`src/rtl/bp_sacc_mmio_initiator.sv`:
```
// Burst initiator for the uncached mem_fwd/mem_rev link: issues 8-byte requests, retires in-order responses.
// Optional response type/size checking driving err_o is enabled by defining SACC_INIT_RESP_CHECK_EN.
//
//   state   | meaning
//   --------+-----------------------------------------------------------
//   e_idle  | waiting for a command; stale responses consumed and dropped
//   e_send  | issuing requests while credits remain
//   e_drain | all requests sent, waiting for remaining responses
//   e_done  | one-cycle completion pulse
module bp_sacc_mmio_initiator #(
    parameter int paddr_width_p       = 40,
    parameter int lce_id_width_p      = 8,
    parameter int acache_fill_width_p = 512,
    parameter int max_outstanding_p   = 4,
    parameter int len_width_p         = 10,
    localparam int mem_fwd_header_width_lp = 4 + paddr_width_p + 3 + lce_id_width_p,
    localparam int mem_rev_header_width_lp = mem_fwd_header_width_lp
) (
    input  logic                               clk_i,
    input  logic                               reset_n_i,
    input  logic [lce_id_width_p-1:0]          lce_id_i,
    input  logic                               cmd_v_i,
    output logic                               cmd_ready_and_o,
    input  logic                               cmd_w_i,
    input  logic [paddr_width_p-1:0]           cmd_addr_i,
    input  logic [len_width_p-1:0]             cmd_len_i,
    input  logic [63:0]                        wdata_i,
    input  logic                               wdata_v_i,
    output logic                               wdata_ready_and_o,
    output logic [63:0]                        rdata_o,
    output logic                               rdata_v_o,
    input  logic                               rdata_ready_and_i,
    output logic [mem_fwd_header_width_lp-1:0] mem_fwd_header_o,
    output logic [acache_fill_width_p-1:0]     mem_fwd_data_o,
    output logic                               mem_fwd_v_o,
    input  logic                               mem_fwd_ready_and_i,
    input  logic [mem_rev_header_width_lp-1:0] mem_rev_header_i,
    input  logic [acache_fill_width_p-1:0]     mem_rev_data_i,
    input  logic                               mem_rev_v_i,
    output logic                               mem_rev_ready_and_o,
    output logic                               busy_o,
    output logic                               done_o,
    output logic                               err_o
);

    // Header layout, LSB first: msg_type[3:0], addr, size[2:0], payload.lce_id
    localparam logic [3:0] e_bedrock_mem_uc_rd  = 4'd2;
    localparam logic [3:0] e_bedrock_mem_uc_wr  = 4'd3;
    localparam logic [2:0] e_bedrock_msg_size_8 = 3'd3;
    localparam int cred_width_lp = $clog2(max_outstanding_p + 1);

    typedef enum logic [1:0] {e_idle, e_send, e_drain, e_done} state_e;

    state_e                     state_q, state_d;
    logic                       w_q, w_d;
    logic [paddr_width_p-1:0]   base_q, base_d;
    logic [len_width_p-1:0]     len_q, len_d;
    logic [len_width_p-1:0]     sent_q, sent_d;
    logic [len_width_p-1:0]     recv_q, recv_d;
    logic [cred_width_lp-1:0]   credits_q, credits_d;

    logic                       in_burst;
    logic                       fwd_hs;
    logic                       rev_hs;
    logic                       stale_hs;
    logic [paddr_width_p-1:0]   req_addr;
    logic                       unused_rev_bits;

    assign in_burst = (state_q == e_send) || (state_q == e_drain);
    assign fwd_hs   = mem_fwd_v_o & mem_fwd_ready_and_i;
    assign rev_hs   = mem_rev_v_i & mem_rev_ready_and_o & in_burst;
    assign stale_hs = mem_rev_v_i & mem_rev_ready_and_o & (state_q == e_idle);
    assign req_addr = base_q + {{(paddr_width_p-len_width_p-3){1'b0}}, sent_q, 3'b000};
    assign unused_rev_bits = ^{mem_rev_header_i, mem_rev_data_i[acache_fill_width_p-1:64]};

    always_ff @(posedge clk_i or negedge reset_n_i) begin
        if (!reset_n_i) begin
            state_q   <= e_idle;
            w_q       <= 1'b0;
            base_q    <= '0;
            len_q     <= '0;
            sent_q    <= '0;
            recv_q    <= '0;
            credits_q <= cred_width_lp'(max_outstanding_p);
        end else begin
            state_q   <= state_d;
            w_q       <= w_d;
            base_q    <= base_d;
            len_q     <= len_d;
            sent_q    <= sent_d;
            recv_q    <= recv_d;
            credits_q <= credits_d;
        end
    end

    always_comb begin
        state_d   = state_q;
        w_d       = w_q;
        base_d    = base_q;
        len_d     = len_q;
        sent_d    = sent_q + len_width_p'(fwd_hs);
        recv_d    = recv_q + len_width_p'(rev_hs);
        credits_d = credits_q;
        if (fwd_hs && !rev_hs) begin
            credits_d = credits_q - cred_width_lp'(1);
        end else if (rev_hs && !fwd_hs) begin
            credits_d = credits_q + cred_width_lp'(1);
        end

        unique case (state_q)
            e_idle: begin
                if (cmd_v_i && cmd_ready_and_o) begin
                    w_d       = cmd_w_i;
                    base_d    = {cmd_addr_i[paddr_width_p-1:3], 3'b000};
                    len_d     = cmd_len_i;
                    sent_d    = '0;
                    recv_d    = '0;
                    credits_d = cred_width_lp'(max_outstanding_p);
                    state_d   = (cmd_len_i == '0) ? e_done : e_send;
                end
            end
            e_send: begin
                if (fwd_hs && (sent_d == len_q)) begin
                    state_d = e_drain;
                end
            end
            e_drain: begin
                if (recv_d == len_q) begin
                    state_d = e_done;
                end
            end
            e_done: begin
                state_d = e_idle;
            end
            default: state_d = e_idle;
        endcase
    end

    always_comb begin
        cmd_ready_and_o     = (state_q == e_idle) & reset_n_i;
        mem_fwd_v_o         = (state_q == e_send) && (credits_q != '0) && (!w_q || wdata_v_i);
        mem_fwd_header_o    = '0;
        mem_fwd_data_o      = '0;
        wdata_ready_and_o   = mem_fwd_v_o & mem_fwd_ready_and_i & w_q;
        mem_rev_ready_and_o = 1'b0;
        rdata_o             = '0;
        rdata_v_o           = 1'b0;
        busy_o              = (state_q != e_idle);
        done_o              = (state_q == e_done);

        if (state_q == e_send) begin
            mem_fwd_header_o = {lce_id_i, e_bedrock_msg_size_8, req_addr,
                                (w_q ? e_bedrock_mem_uc_wr : e_bedrock_mem_uc_rd)};
            if (w_q) begin
                mem_fwd_data_o = {{(acache_fill_width_p-64){1'b0}}, wdata_i};
            end
        end

        // Read data is a straight pass-through, so the responder sees our consumer's backpressure.
        if (state_q == e_idle) begin
            mem_rev_ready_and_o = reset_n_i;
        end else if (in_burst) begin
            if (w_q) begin
                mem_rev_ready_and_o = 1'b1;
            end else begin
                mem_rev_ready_and_o = rdata_ready_and_i;
                rdata_v_o           = mem_rev_v_i;
                rdata_o             = mem_rev_data_i[63:0];
            end
        end
    end

`ifdef SACC_INIT_RESP_CHECK_EN
    logic       err_q, err_d;
    logic [3:0] rev_type;
    logic [2:0] rev_size;
    logic       rev_bad;

    assign rev_type = mem_rev_header_i[3:0];
    assign rev_size = mem_rev_header_i[4+paddr_width_p +: 3];
    assign rev_bad  = (rev_type != (w_q ? e_bedrock_mem_uc_wr : e_bedrock_mem_uc_rd))
                    || (rev_size != e_bedrock_msg_size_8);
    assign err_d    = err_q | stale_hs | (rev_hs & rev_bad);

    always_ff @(posedge clk_i or negedge reset_n_i) begin
        if (!reset_n_i) begin
            err_q <= 1'b0;
        end else begin
            err_q <= err_d;
        end
    end

    assign err_o = err_q;
`else
    logic unused_stale;
    assign unused_stale = stale_hs;
    assign err_o        = 1'b0;
`endif

endmodule

```
`config.mk`:
```
export PLATFORM = sky130hd
export DESIGN_NAME = bp_sacc_mmio_initiator
export DESIGN_NICKNAME = d
export VERILOG_FILES = /design/src/rtl/bp_sacc_mmio_initiator.sv
export SDC_FILE = /design/constraint.sdc
export NUM_CORES = 1
export LEC_CHECK = 0
export CAP_MARGIN = 0
export CORE_AREA = 2 2 516 518
export CTS_CLUSTER_SIZE = 25
export DETAILED_ROUTE_END_ITERATION = 6
export DIE_AREA = 0 0 518 520
export DONT_BUFFER_PORTS = 1
export PLACE_DENSITY = 0.3
export SLEW_MARGIN = 20
export SYNTH_ARGS = -nofsm -noshare
export SYNTH_HDL_FRONTEND = slang
export SYNTH_SLANG_ARGS = --single-unit
```
`constraint.sdc`:
```
create_clock -name clk_i -period 9.42 [get_ports clk_i]
set_input_delay 1.884 -clock clk_i [delete_from_list [all_inputs] [get_ports clk_i]]
set_output_delay 1.884 -clock clk_i [all_outputs]
set_load 0.1 [all_outputs]
```
==> impl_metrics.tcl <==
set metrics [dict create \
    seq_power_share_pct 11.4 \
    yosysMostFrequentCell "buf_4" \
    synth_edf_count 0 \
    placementRows 189 \
    startpoint_type "register" \
    drive_gt1_share_pct 14.0 \
    die_height_um 520 \
    cp_max_fo 4 \
    final.min_clock_period_ns 6.51 \
    async_flop_share_pct 100 \
    outcome "finished, final reports clean" \
    yosysTopAreaCell "buf_4" \
    grt_pass1_vias 6035 \
    synthFlopType "dfrtp_1" \
    hold_path_class "register to register" \
    gp_congestion 0.692 \
    avgSynthCellArea_um2 7.55 \
    rsz0062_at_grt "no" \
    first_pass_iters 4 \
    grt_pass1_wl_mm 83.0 \
    dieArea_um2 269000 \
    p_leak_nw 4.94 \
    cts_root_buf "clkbuf_16" \
    post_cts_buffers 0 \
    cpPeakStageDelay_ns 0.81 \
    die_x_um 518 \
    hold_buffers 0 \
    synth_area_leaders "buf_4, dfrtp_1, nand2_1" \
    start_util_pct 3.44 \
    worst_clock_skew_ns 0.0182 \
    portBuffers 0 \
    p_comb_share_pct 81.2 \
    worstPathRequired_ns 7.54 \
    syn_to_final_growth_pct 43.5 \
    peakVddDrop_mv 0.213 \
    routed_wl_mm 70.5 \
    finalSetupViolCount 0 \
    cts_tree "built" \
    cts-htree-levels 3 \
    holdWs_ns 0.495 \
    numPlacedInstances 4799 \
    path_clk_slew_ns 0.10 \
    cts_buffers 9 \
    cts_resized 0 \
    p_sw_share_pct 77.3 \
    syn_area_um2 9070 \
    fin_util_pct 4.93 \
    post-dp-hpwl_mm 63.8 \
    vias 7193 \
    grt_start_max_net_pins 77 \
    viasPerCell 1.49 \
    antenna_found_initial 105 \
    finalPower_mw 5.22 \
    clockBufferDepth 2 \
    tightest_slew_ns 1.11 \
    boundaryPins 1336 \
    ys_types 54 \
    fin_crit_sh_pct 69.1 \
    coreArea_um2 264000 \
    seq_area_frac_synth_pct 20.2 \
    n_fill_cell 31387 \
    nets 1997 \
    p_int_mw 1.19 \
    clk_latency_ns 0.39 \
    stdcell_count 4838 \
    track_usage_pct 4.99 \
    maxCapViolCount 0 \
    hold_viol 0 \
    slowest_stage "and2_1" \
    worstPathCellList "and4_1, nand4_1, nor4_4, and4_1, nand4_1, xnor2_1, and2_1" \
    ant_nets 0 \
    fmax_mhz 154 \
    crit_type "register to output pin" \
    p_switching_mw 4.03 \
    r2r_slack_ns 4.34 \
    critical_path_arrival_ns 4.63 \
    crit_family "simple AND/OR/NAND/NOR gates" \
    yosys-top-cells-count "buf_4, nand2_1, and2_1, dfrtp_1, and3_1" \
    cts_sinks 73 \
    wl_per_cell_um 14.6 \
    slew_headroom_pct 26.4 \
    drt_iter0_markers 227 \
    ys_ff_latch 73 \
    critical_path.endpoint_type "output pin" \
    slew_viol_final 0 \
    synth_top_area_share_pct 37.8 \
    drc 0 \
    critical_path_buf_inv_count 0 \
    p_per_area_nw_per_um2 401 \
    overflow 0 \
    netlist_instances 1201 \
    clockPowerShare_pct 7.4 \
    yosysWarnings 0 \
    tns_ns 0 \
]
area by class of cell:
class / count / area, um2 / area share, %
inverter: 19 / 71.3 / 0.548
multi-input combinational: 1065 / 5470 / 42.0
antenna: 23 / 57.6 / 0.442
tap: 3533 / 4420 / 34.0
clock inverter: 7 / 60.1 / 0.462
clock buffer: 9 / 225 / 1.73
sequential: 73 / 1830 / 14.1
timing repair buffer: 109 / 878 / 6.75
power groups by stage:
stage | combinational [mW] | sequential, mW | clock [mW]
final | 4.24 | 0.597 | 0.385
after global placement | 4.36 | 0.612 | 0
after floorplan | 3.58 | 0.534 | 0
after global routing | 4.45 | 0.624 | 0.423
after CTS | 4.35 | 0.610 | 0.419
after detailed placement | 4.34 | 0.617 | 0
logic make-up after synthesis:
group                    after synthesis  synth area share (%)
adder cells (fa/ha/maj)               23                  3.26
XOR/XNOR                              56                  5.60
multiplexers                           5                 0.566
AND/OR/NAND/NOR                      446                  24.8
flip-flops                            73                  20.2
buffers and inverters                517                  40.3
other                                  1                0.0413
AO/OA/AOI/OAI                         80                  5.23
per-layer routing:
layer,global-route usage [%],wire [um]
met3,3.28,10200
met1,4.86,23700
met4,0.793,1250
met2,8.89,35100
met5,0,218
cells in the final DEF (no fill, tap or decap), drive strengths merged, types with 2 or more instances in the layout:
cell	n
nand4	9
xor2	28
dfrtp	72
o2111ai	3
a21o	5
and3	68
inv	23
and2	80
ha	22
a41oi	2
a31oi	2
conb	455
diode	23
mux2i	4
nand2	157
nor2b	7
o21ai	31
nor4	4
nand3	22
nor2	52
a21oi	25
nand2b	7
o21bai	2
nor3	16
clkbuf	9
xnor2	27
o211ai	3
and4	5
buf	109
or3	15
clkinvlp	3
final timing paths:
check | from | cells past startpoint | end
max | base_q[26] | 7 | mem_fwd_header_o[43]
min | base_q[5] | 2 | base_q[5]
max reg2reg | state_q[0] | 15 | state_q[1]
min reg2reg | base_q[5] | 2 | base_q[5]
max in group asynchronous | reset_n_i | 0 | credits_q[2]
min in group asynchronous | reset_n_i | 0 | base_q[37]
worst reg2reg max path: stages (launching register included):
cell and delay (ns):
dfrtp_1 0.46, inv_1 0.14, ha_1 0.28, and2_2 0.63
o21bai_4 0.49, nand3_1 0.36, inv_1 0.19, ha_1 0.24
ha_1 0.27, nand3_2 0.19, or3_1 0.41, a211oi_1 0.23
nand4_1 0.13, or4_1 0.58, a21oi_2 0.20, mux2i_1 0.20
sequential cells by signal, indices dropped and copies added (netlist names):
signal     count
state_q        2
w_q            1
base_q        37
sent_q        10
credits_q      3
recv_q        10
len_q         10
through the flow:
stage / worst slack [ns] / cell area (um2)
floorplan: 2.07 / 10800
finish: 2.91 / 13000
global placement: 2.73 / 12700
detailed placement: 2.68 / 12700
CTS: 2.19 / 13000
global route: 2.29 / 13000
Note: power is estimated with default switching activity, not from simulation.
